<file path="src/rtl/count_milestone_fifo.sv">
// Milestone recorder for a free-running counter stream: every STEP-th count is queued
// for a valid/ready consumer; flags sequence breaks, drops and LIMIT. Optional macro: COUNT_MILESTONE_DISPLAY_EN.
module count_milestone_fifo #(
    parameter int WIDTH = 32,
    parameter int STEP  = 10,
    parameter int LIMIT = 100,
    parameter int DEPTH = 4
) (
    input  logic             clk,
    input  logic             reset,
    input  logic [WIDTH-1:0] count_in,
    input  logic             count_vld,
    output logic [WIDTH-1:0] event_data,
    output logic             event_vld,
    input  logic             event_rdy,
    output logic             overflow,
    output logic [7:0]       drop_cnt,
    output logic             seq_err,
    output logic             done,
    output logic [1:0]       o_dbg_state
);

    localparam int AW = $clog2(DEPTH);

    typedef enum logic [1:0] {
        S_IDLE = 2'd0,
        S_RUN  = 2'd1,
        S_DONE = 2'd2
    } state_t;

    state_t           r_state;
    logic [WIDTH-1:0] r_next_ms;
    logic [WIDTH-1:0] r_prev;
    logic             r_seq_err;
    logic             r_done;

    logic [WIDTH-1:0] r_mem [DEPTH];
    logic [AW-1:0]    r_wr_ptr;
    logic [AW-1:0]    r_rd_ptr;
    logic [AW:0]      r_level;
    logic             r_overflow;
    logic [7:0]       r_drop_cnt;

    logic w_active;
    logic w_hit;
    logic w_full;
    logic w_pop;
    logic w_push;
    logic w_drop;
    logic w_limit;
    logic w_seq_bad;

    assign w_active  = (r_state != S_DONE);
    assign w_hit     = count_vld && w_active && (count_in == r_next_ms);
    assign w_full    = (r_level == (AW+1)'(DEPTH));
    assign w_pop     = (r_level != '0) && event_rdy;
    // A full FIFO still accepts a milestone when the head leaves on the same edge.
    assign w_push    = w_hit && (!w_full || w_pop);
    assign w_drop    = w_hit && w_full && !w_pop;
    assign w_limit   = count_vld && w_active && (count_in >= WIDTH'(LIMIT));
    assign w_seq_bad = count_vld && (r_state == S_RUN) && (count_in != r_prev + WIDTH'(1));

    always_ff @(posedge clk or negedge reset) begin
        if (!reset) begin
            r_state   <= S_IDLE;
            r_next_ms <= WIDTH'(STEP);
            r_prev    <= '0;
            r_seq_err <= 1'b0;
            r_done    <= 1'b0;
        end else begin
            if (w_limit) begin
                r_state <= S_DONE;
                r_done  <= 1'b1;
            end else if (count_vld && r_state == S_IDLE) begin
                r_state <= S_RUN;
            end
            if (w_seq_bad) begin
                r_seq_err <= 1'b1;
            end
            if (count_vld) begin
                r_prev <= count_in;
            end
            // Advances even when the entry is dropped; a restarted counter hits it again.
            if (w_hit) begin
                r_next_ms <= r_next_ms + WIDTH'(STEP);
            end
        end
    end

    always_ff @(posedge clk or negedge reset) begin
        if (!reset) begin
            for (int i = 0; i < DEPTH; i++) begin
                r_mem[i] <= '0;
            end
            r_wr_ptr   <= '0;
            r_rd_ptr   <= '0;
            r_level    <= '0;
            r_overflow <= 1'b0;
            r_drop_cnt <= '0;
        end else begin
            if (w_push) begin
                r_mem[r_wr_ptr] <= count_in;
                r_wr_ptr        <= r_wr_ptr + AW'(1);
            end
            if (w_pop) begin
                r_rd_ptr <= r_rd_ptr + AW'(1);
            end
            r_level <= r_level + (AW+1)'(w_push) - (AW+1)'(w_pop);
            if (w_drop) begin
                r_overflow <= 1'b1;
                if (r_drop_cnt != 8'hFF) begin
                    r_drop_cnt <= r_drop_cnt + 8'd1;
                end
            end
        end
    end

    assign event_data  = r_mem[r_rd_ptr];
    assign event_vld   = (r_level != '0);
    assign overflow    = r_overflow;
    assign drop_cnt    = r_drop_cnt;
    assign seq_err     = r_seq_err;
    assign done        = r_done;
    assign o_dbg_state = r_state;

`ifdef COUNT_MILESTONE_DISPLAY_EN
    always_ff @(posedge clk) begin
        if (reset) begin
            if (w_push) begin
                $display("[%0t] milestone %0d", $realtime, count_in);
            end
            if (w_drop) begin
                $display("[%0t] milestone %0d dropped", $realtime, count_in);
            end
            if (w_limit) begin
                $display("[%0t] done at count %0d", $realtime, count_in);
            end
        end
    end
`else
    // Silent build: no display logic.
`endif

endmodule

</file>
<file path="config.mk">
export PLATFORM = sky130hd
export DESIGN_NAME = count_milestone_fifo
export DESIGN_NICKNAME = d
export VERILOG_FILES = /design/src/rtl/count_milestone_fifo.sv
export SDC_FILE = /design/constraint.sdc
export NUM_CORES = 1
export LEC_CHECK = 0
export CAP_MARGIN = 20
export CORE_ASPECT_RATIO = 2
export CORE_MARGIN = 10
export CORE_UTILIZATION = 52
export CTS_BUF_LIST = sky130_fd_sc_hd__clkbuf_8
export CTS_CLUSTER_SIZE = 12
export DETAILED_ROUTE_END_ITERATION = 10
export MAX_ROUTING_LAYER = met4
export PLACE_DENSITY_LB_ADDON = 0.12
export RECOVER_POWER = 25
export SLEW_MARGIN = 20
export SYNTH_ARGS = -nofsm -noshare
export SYNTH_HDL_FRONTEND = slang
export SYNTH_SLANG_ARGS = --single-unit
</file>
<file path="constraint.sdc">
create_clock -name clk -period 7 [get_ports clk]
set_clock_uncertainty 0.15 [all_clocks]
set_input_delay 1.4 -clock clk [delete_from_list [all_inputs] [get_ports clk]]
set_output_delay 1.4 -clock clk [all_outputs]
set_load 0.02 [all_outputs]
</file>
# Word-level counts from Yosys, hierarchy flattened
# Cells that the tools add are included.
dict set report totals {
  reg_bits 212
  word_cells 59
}
dict set report classes {
  n_lt_le_gt_ge 4
  bitwise_logic 2
  addsub 7
  n_mux 8
  reduce_logical 18
  n_eq_ne 6
}
# cell n
set ops {}
lappend ops {{128-bit bitwise mux} 1}
lappend ops {{32-bit two-way mux} 3}
lappend ops {{32-bit binary-select mux with 2-bit select} 1}
lappend ops {{32-bit demux with 2-bit select} 1}
lappend ops {{32-bit by 1-bit adder with 32-bit output (second input constant)} 1}
lappend ops {{32-bit by 4-bit adder with 32-bit output (second input constant)} 1}
lappend ops {{32-bit equality test} 1}
lappend ops {{32-bit by 7-bit >= comparator with 1-bit output (second input constant)} 1}
lappend ops {{32-bit != test} 1}
lappend ops {{1-bit logical AND} 11}
lappend ops {{8-bit by 1-bit adder with 8-bit output (second input constant)} 1}
lappend ops {{8-bit != test (second input constant)} 1}
lappend ops {{3-bit >= comparator (second input constant)} 2}
lappend ops {{2-bit NOT with 3-bit output} 2}
lappend ops {{2-bit by 1-bit adder with 2-bit output (second input constant)} 2}
lappend ops {{2-bit two-way mux} 2}
lappend ops {{3-bit by 1-bit adder with 3-bit output} 1}
lappend ops {{3-bit equality test (second input constant)} 1}
lappend ops {{3-bit by 1-bit < comparator with 1-bit output (second input constant)} 1}
lappend ops {{3-bit nonzero test} 1}
lappend ops {{3-bit by 1-bit subtractor with 3-bit output} 1}
lappend ops {{2-bit by 1-bit equality test with 1-bit output (second input constant)} 1}
lappend ops {{1-bit logical NOT} 2}
lappend ops {{2-bit logical NOT} 1}
lappend ops {{4 further kinds} 4}

# Depth between registers and ports, before layout
# Gate-level depths: netlist of the first run.
dict set report depth {
  word_depth 6
  mapped_depth 13
  ltp_nobuf 12
}

# Least setup slack after synthesis of the first run
# Ideal clock, no wire load.
dict set report synth_timing {
  kind {input -> register}
  from {input count_in[11]}
  to {register r_level[2]}
  setup_time_ns 0.124
  required_ns 6.726
  cell_stages 13
  path_slack_ns 3.279
  arrival_ns 3.447
  path_buffers 1
  cell_sequence {buf_2 > xor2_1 > nor4_2 > nand4_1 > nor3_1 > nand2_1 > ha_1 > inv_1 > ha_1 > inv_1 > fa_1 > xnor2_1 > xnor2_1}
}
dict set report synth_via {
  elab_chain_len 5
}
# element line
set synth_lines {}
lappend synth_lines {{start: declaration} 11} ;# input logic [WIDTH-1:0] count_in,
lappend synth_lines {{32-bit equality test} 54} ;# assign w_hit = count_vld && w_active && (count_in == r_next_ms);
lappend synth_lines {{1-bit logical AND} 54}
lappend synth_lines {{1-bit logical AND} 58} ;# assign w_push = w_hit && (!w_full || w_pop);
lappend synth_lines {{3-bit by 1-bit adder with 3-bit output} 108} ;# r_level <= r_level + (AW+1)'(w_push) - (AW+1)'(w_pop);
lappend synth_lines {{3-bit by 1-bit subtractor with 3-bit output} 108}
lappend synth_lines {{end signal: assignment} 108}
lappend synth_lines {{end: declaration} 40} ;# logic [AW:0] r_level;
# Every way passes these cells.
# A chain may end at the register's enable or synchronous reset.

# Final worst setup path of the first run
dict set report layout_timing {
  from {input count_in[6]}
  to {register r_mem[69] (netlist bit)}
}
dict set report layout_via {
  elab_chain_len 3
}
# element line
set layout_lines {}
lappend layout_lines {{32-bit equality test} 54}
lappend layout_lines {{1-bit logical AND} 54}
lappend layout_lines {{1-bit logical AND} 58}
lappend layout_lines {{end signal: indexed assignment} 102} ;# r_mem[r_wr_ptr] <= count_in;
lappend layout_lines {{end: declaration} 37} ;# logic [WIDTH-1:0] r_mem [DEPTH];
# Every way passes these cells.

==> impl_metrics.toml, run 1 <==
[sta]
setup_violations = 0
final.period_utilization = 0.714
worstMarginPinSlew_ps = 2990
fmax_mhz = 200
tns_ps = 0
finalMaxSlewViolations = 94
rsz0062_at_grt = "no"
slew_headroom = -0.993
hold_viol = 0
fin_crit_ps = 5000

[power_and_ir_drop]
power_density_nw_per_um2 = 200
p_leak_nw = 5.65
power_mw = 2.47
vdd_drop_max_mv = 0.178

[clock_network]
cts_made_buffers = 30
clk_latency_ps = 610
cts_tree = "built"
cts_max_level = 1
cts.sink_count = 211
root_buffer = "clkbuf_8"
ctsHoldBuffers = 0
clockBufferDepth = 3
cts.clk_slew.worst_paths_ps = 70
postCtsSetupBuffers = 0
post_cts_resized = 0

[critical_path]
rr_worst_depth = 8
worstPathRequired_ps = 7330
crit_path_end = "r_mem[69]"
endpoint_kind = "register"
startpoint_type = "primary input"
timing.rr.end = "r_mem[69]"
path_max_fanout = 18
crit_arrival_ps = 5330
crit_type = "primary input to register"
crit_start = "count_in[6]"
timing.rr.start = "r_next_ms[4]"
r2r_setup_slack_ps = 3080

[die]
die_h_um = 225
die_w_um = 122
io_pins = 82
num_rows = 74
start_util = 0.530
coreArea_um2 = 20600
dieArea_um2 = 27500

[synth]
synthTopCellsByArea = "dfrtp_1 48%, mux2_2 15%, mux4_2 6.6%, xor2_1 5.2%, xnor2_1 3.9%"
synthesis.nets = 907
ys_ff_latch = 211
synth_common_cells = "209 x dfrtp_1, 145 x mux2_2, 65 x xor2_1, 48 x xnor2_1, 38 x nand2_1"
synth_area_um2 = 10900
synth_cells = 861
synth_area_leader_cell = "dfrtp_1"
synth-seq-area-share = 0.485
yosysWarnings = 0
yosysMostFrequentCell = "dfrtp_1"
yosys.cell_types.count = 64
netlist.area_leader.share = 0.480
synth-async-reset-ratio = 1.00
synth.avg_cell_area_um2 = 12.7
synthFlopType = "dfrtp_1"
synth-edff-count = 0

[layout]
finish.net_count = 965
multi_input_area_um2 = 5110
area_growth_pct = 13.4
drive_above_1_share = 0.274
insertedDiodeCount = 0
fill_cells = 1717
regArea_um2 = 5280
final-instance-count-excl-fill = 1209

[min_path]
hold_class = "register to register"

[drt]
firstDrtPassIters = 4
ant_nets = 0
wirelength_mm = 27.3
vias = 7038
drt_iter0_drc = 389
via_per_inst = 5.82
wire_per_inst_um = 22.5
drc = 0

[place]
hpwl_mm = 19.6
dp.cells = 1153
io_buffers = 81
routabilityCongestion = 0.884

[global_routing]
grt-ovfl-total = 0
antenna_found_initial = 0
grt_max_degree = 82
grt_pass1_vias = 7790
grt_use_total = 0.209
grt_pass1_wl_mm = 43.8

[outcome]
violations = "max-capacitance violations, max-slew violations"
status = "complete, but fails checks"

[flow_run]
cap_violations = 2
per-stage QoR:
step | cell area [µm²] | worst slack [ps] | hold WS [ps] | util
detailed placement | 11700 | 1380 | 309 | 0.571
finish | 12400 | 2000 | 324 | 0.601
floorplan | 10900 | 3280 | 302 | -
CTS | 12400 | 2010 | 334 | 0.602
global route | 12400 | 1870 | 340 | 0.601
global placement | 11700 | 1430 | 304 | 0.571
cells by family after synthesis:
| logic type | after synthesis | synth area share |
|---|---|---|
| buf+inv | 91 | 0.0460 |
| xor+xnor | 113 | 0.0908 |
| simple gates | 200 | 0.108 |
| fa+ha+maj | 10 | 0.0122 |
| compound gates | 44 | 0.0278 |
| mux | 192 | 0.231 |
| flops | 211 | 0.485 |
report_power, final:
| group | leakage (nW) | internal [mW] | switching [mW] |
|---|---|---|---|
| Clock | 0.368 | 0.521 | 0.485 |
| Sequential | 2.82 | 1.24 | 0.0335 |
| Combinational | 2.46 | 0.0830 | 0.113 |
| Total | 5.65 | 1.84 | 0.632 |
registers in the layout, indices dropped and copies added (netlist names):
signal / count
done: 1
drop_cnt: 8
o_dbg_state: 2
overflow: 1
r_level: 3
r_mem: 128
r_next_ms: 31
r_prev: 32
r_rd_ptr: 2
r_wr_ptr: 2
seq_err: 1
final cells by class:
class | count | area share
timing repair buffer | 96 | 0.0744
multi-input combinational | 559 | 0.414
tap | 266 | 0.0269
sequential | 211 | 0.428
clock buffer | 41 | 0.0457
clock inverter | 15 | 0.00537
inverter | 21 | 0.00638
cells in the final DEF (no fill, tap or decap), drive strengths merged, types with 8 or more instances in the layout:
cell type,n
xnor2,48
or3,9
o21ai,9
inv,32
nand2,38
dfrtp,209
ha,9
and2,8
clkdlybuf4s50,78
nor3,13
nand4,19
clkbuf,44
mux4,32
buf,13
nor2,35
xor2,65
nand3,24
nor4,23
a21oi,10
nor2b,10
mux2,155
critical path, cell delays in order:
cell	delay [ps]
clkdlybuf4s50_1	790
xor2_1	210
nor4_1	300
nand4_1	130
or3_1	580
nor2b_4	270
and2_1	790
buf_4	440
mux2_2	380
worst min-delay path by stage:
stage	slack (ps)	cells after the start	end	start
5_1_grt	340	1	overflow	overflow
4_1_cts	330	1	overflow	overflow
3_3_place_gp	300	1	overflow	overflow
3_5_place_dp	310	1	overflow	overflow
2_1_floorplan	300	1	r_mem[33]	r_mem[33]
6_report	320	1	overflow	overflow
layer usage:
metal / wire length [µm] / global-route usage / vias to the layer above
li1: - / - / 3154
met1: 10200 / 0.222 / 3654
met2: 15100 / 0.376 / 164
met3: 861 / 0.0251 / 66
met4: 1150 / 0.0951 / 0
met5: 0 / - / -
Note: power is estimated with default switching activity, not from simulation.
==> inputs of run 2 (changes only) <==
==> constraint.sdc (replaced) <==
create_clock -name clk -period 4.8 [get_ports clk]
set_clock_uncertainty 0.15 [all_clocks]
set_input_delay 0.96 -clock clk [delete_from_list [all_inputs] [get_ports clk]]
set_output_delay 0.96 -clock clk [all_outputs]
set_load 0.02 [all_outputs]
==> impl_metrics.toml, run 2 (synthesis results as in run 1) <==
[outcome]
status = "complete, but fails checks"
violations = "max-capacitance violations, max-slew violations"

[sta]
worstMarginPinSlew_ps = 2030
fin_crit_ps = 3890
hold_viol = 0
rsz0062_at_grt = "no"
fmax_mhz = 257
setup_violations = 0
slew_headroom = -0.351
finalMaxSlewViolations = 93
whs_ps = 328
final.period_utilization = 0.811
fin_ws_ps = 909
tns_ps = 0

[critical_path]
r2r_setup_slack_ps = 1630
worstPathRequired_ps = 3690
rr_worst_depth = 7
path_max_fanout = 21
timing.rr.start = "r_prev[0]"
startpoint_type = "register"
crit_type = "register to output pin"
endpoint_kind = "output pin"
timing.rr.end = "seq_err"
crit_arrival_ps = 2780

[drt]
wire_per_inst_um = 22.6
drt_iter0_drc = 415
firstDrtPassIters = 4
via_per_inst = 5.73
ant_nets = 0
wirelength_mm = 27.7
vias = 7023
drc = 0

[clock_network]
clockBufferDepth = 3
clk_latency_ps = 600
cts_tree = "built"
cts.sink_count = 211
ctsHoldBuffers = 0
cts.clk_slew.worst_paths_ps = 60
post_cts_resized = 0
cts_made_buffers = 31
root_buffer = "clkbuf_8"
cts_max_level = 1
postCtsSetupBuffers = 0

[die]
coreArea_um2 = 20600
die_w_um = 122
die_h_um = 225
dieArea_um2 = 27500
num_rows = 74
start_util = 0.530
io_pins = 82

[min_path]
worstHoldStart = "overflow"
hold_path_depth = 1
hold_class = "register to register"
holdPathEnd = "overflow"

[place]
post_dp_cell_area_um2 = 11900
hpwl_mm = 20.1
pre_cts_slack_ps = 407
io_buffers = 81
routabilityCongestion = 0.892

[layout]
area_growth_pct = 15.3
largestRegisters = "r_mem x128, r_prev x32, r_next_ms x31"
fill_cells = 1715
largest_reg_flops = 128
layout_commonest_cell = "dfrtp_1"
final_cell_area_um2 = 12600
top_register = "r_mem"
final_cell_mix = "208 x dfrtp_1, 145 x mux2_2, 80 x clkdlybuf4s50_1, 65 x xor2_1, 48 x xnor2_1"
drive_above_1_share = 0.286
finish.net_count = 981
insertedDiodeCount = 0

[global_routing]
grt_max_degree = 125
grt_pass1_wl_mm = 44.5
grt-ovfl-total = 0
grt_use_total = 0.213
antenna_found_initial = 0
grt_pass1_vias = 7915

[flow_run]
cap_violations = 3

[power_and_ir_drop]
p_leak_nw = 5.75
vdd_drop_max_mv = 0.297
power_density_nw_per_um2 = 296
power_mw = 3.72
## run 2: cell count changes in the layout (fill, tap and decap cells not counted), sizes merged
cell,previous run,this run
buf,13,28
bufinv,0,3
clkbuf,44,40
clkdlybuf4s50,78,80
clkinv,4,7
clkinvlp,0,1
dlygate4sd3,2,0
inv,32,30
## run 2: how the worst max path moves through the flow
| stage | start | to | slack (ps) | cells after the start |
|---|---|---|---|---|
| after floorplan | count_in[11] | r_level[2] | 1520 | 13 |
| after global placement | count_in[6] | r_level[2] | 490 | 13 |
| after detailed placement | count_in[6] | r_level[2] | 410 | 13 |
| after CTS | r_rd_ptr[0] | event_data[17] | 820 | 3 |
| after global routing | reset | r_prev[26] | 710 | 2 |
| final | r_rd_ptr[0] | event_data[17] | 910 | 3 |
## run 2: through the flow
stage	utilization	instances
finish	0.611	1225
detailed placement	0.578	1167
global placement	0.578	1167
CTS	0.611	1224
floorplan	-	861
global route	0.611	1225
## run 2: critical path, stage by stage, from the launching register on
cell and delay, ps:
dfrtp_2 750, buf_12 280, mux4_2 570, clkdlybuf4s50_1 560
## run 2: metal layers
layer  GRT usage  vias to the layer above  wire length (µm)
li1            -                     3193                 -
met1       0.226                     3629             10200
met2       0.380                      149             15300
met3      0.0261                       52               999
met4      0.0997                        0              1210
met5           -                        -                 0
## run 2: where the power goes
part           leakage (nW)  switching, mW  internal, mW  total, mW
clock network         0.384          0.708         0.861       1.57
registers              2.82         0.0476          1.81       1.85
logic                  2.54          0.170         0.127      0.297
## run 2: layout make-up
cell class	instances	area, µm²	area share
Sequential cell	211	5280	0.421
Multi-Input combinational cell	559	5110	0.407
Timing Repair Buffer	111	1080	0.0859
Clock buffer	37	509	0.0405
Inverter	21	78.8	0.00627
Tap cell	266	333	0.0265
Clock inverter	20	166	0.0132
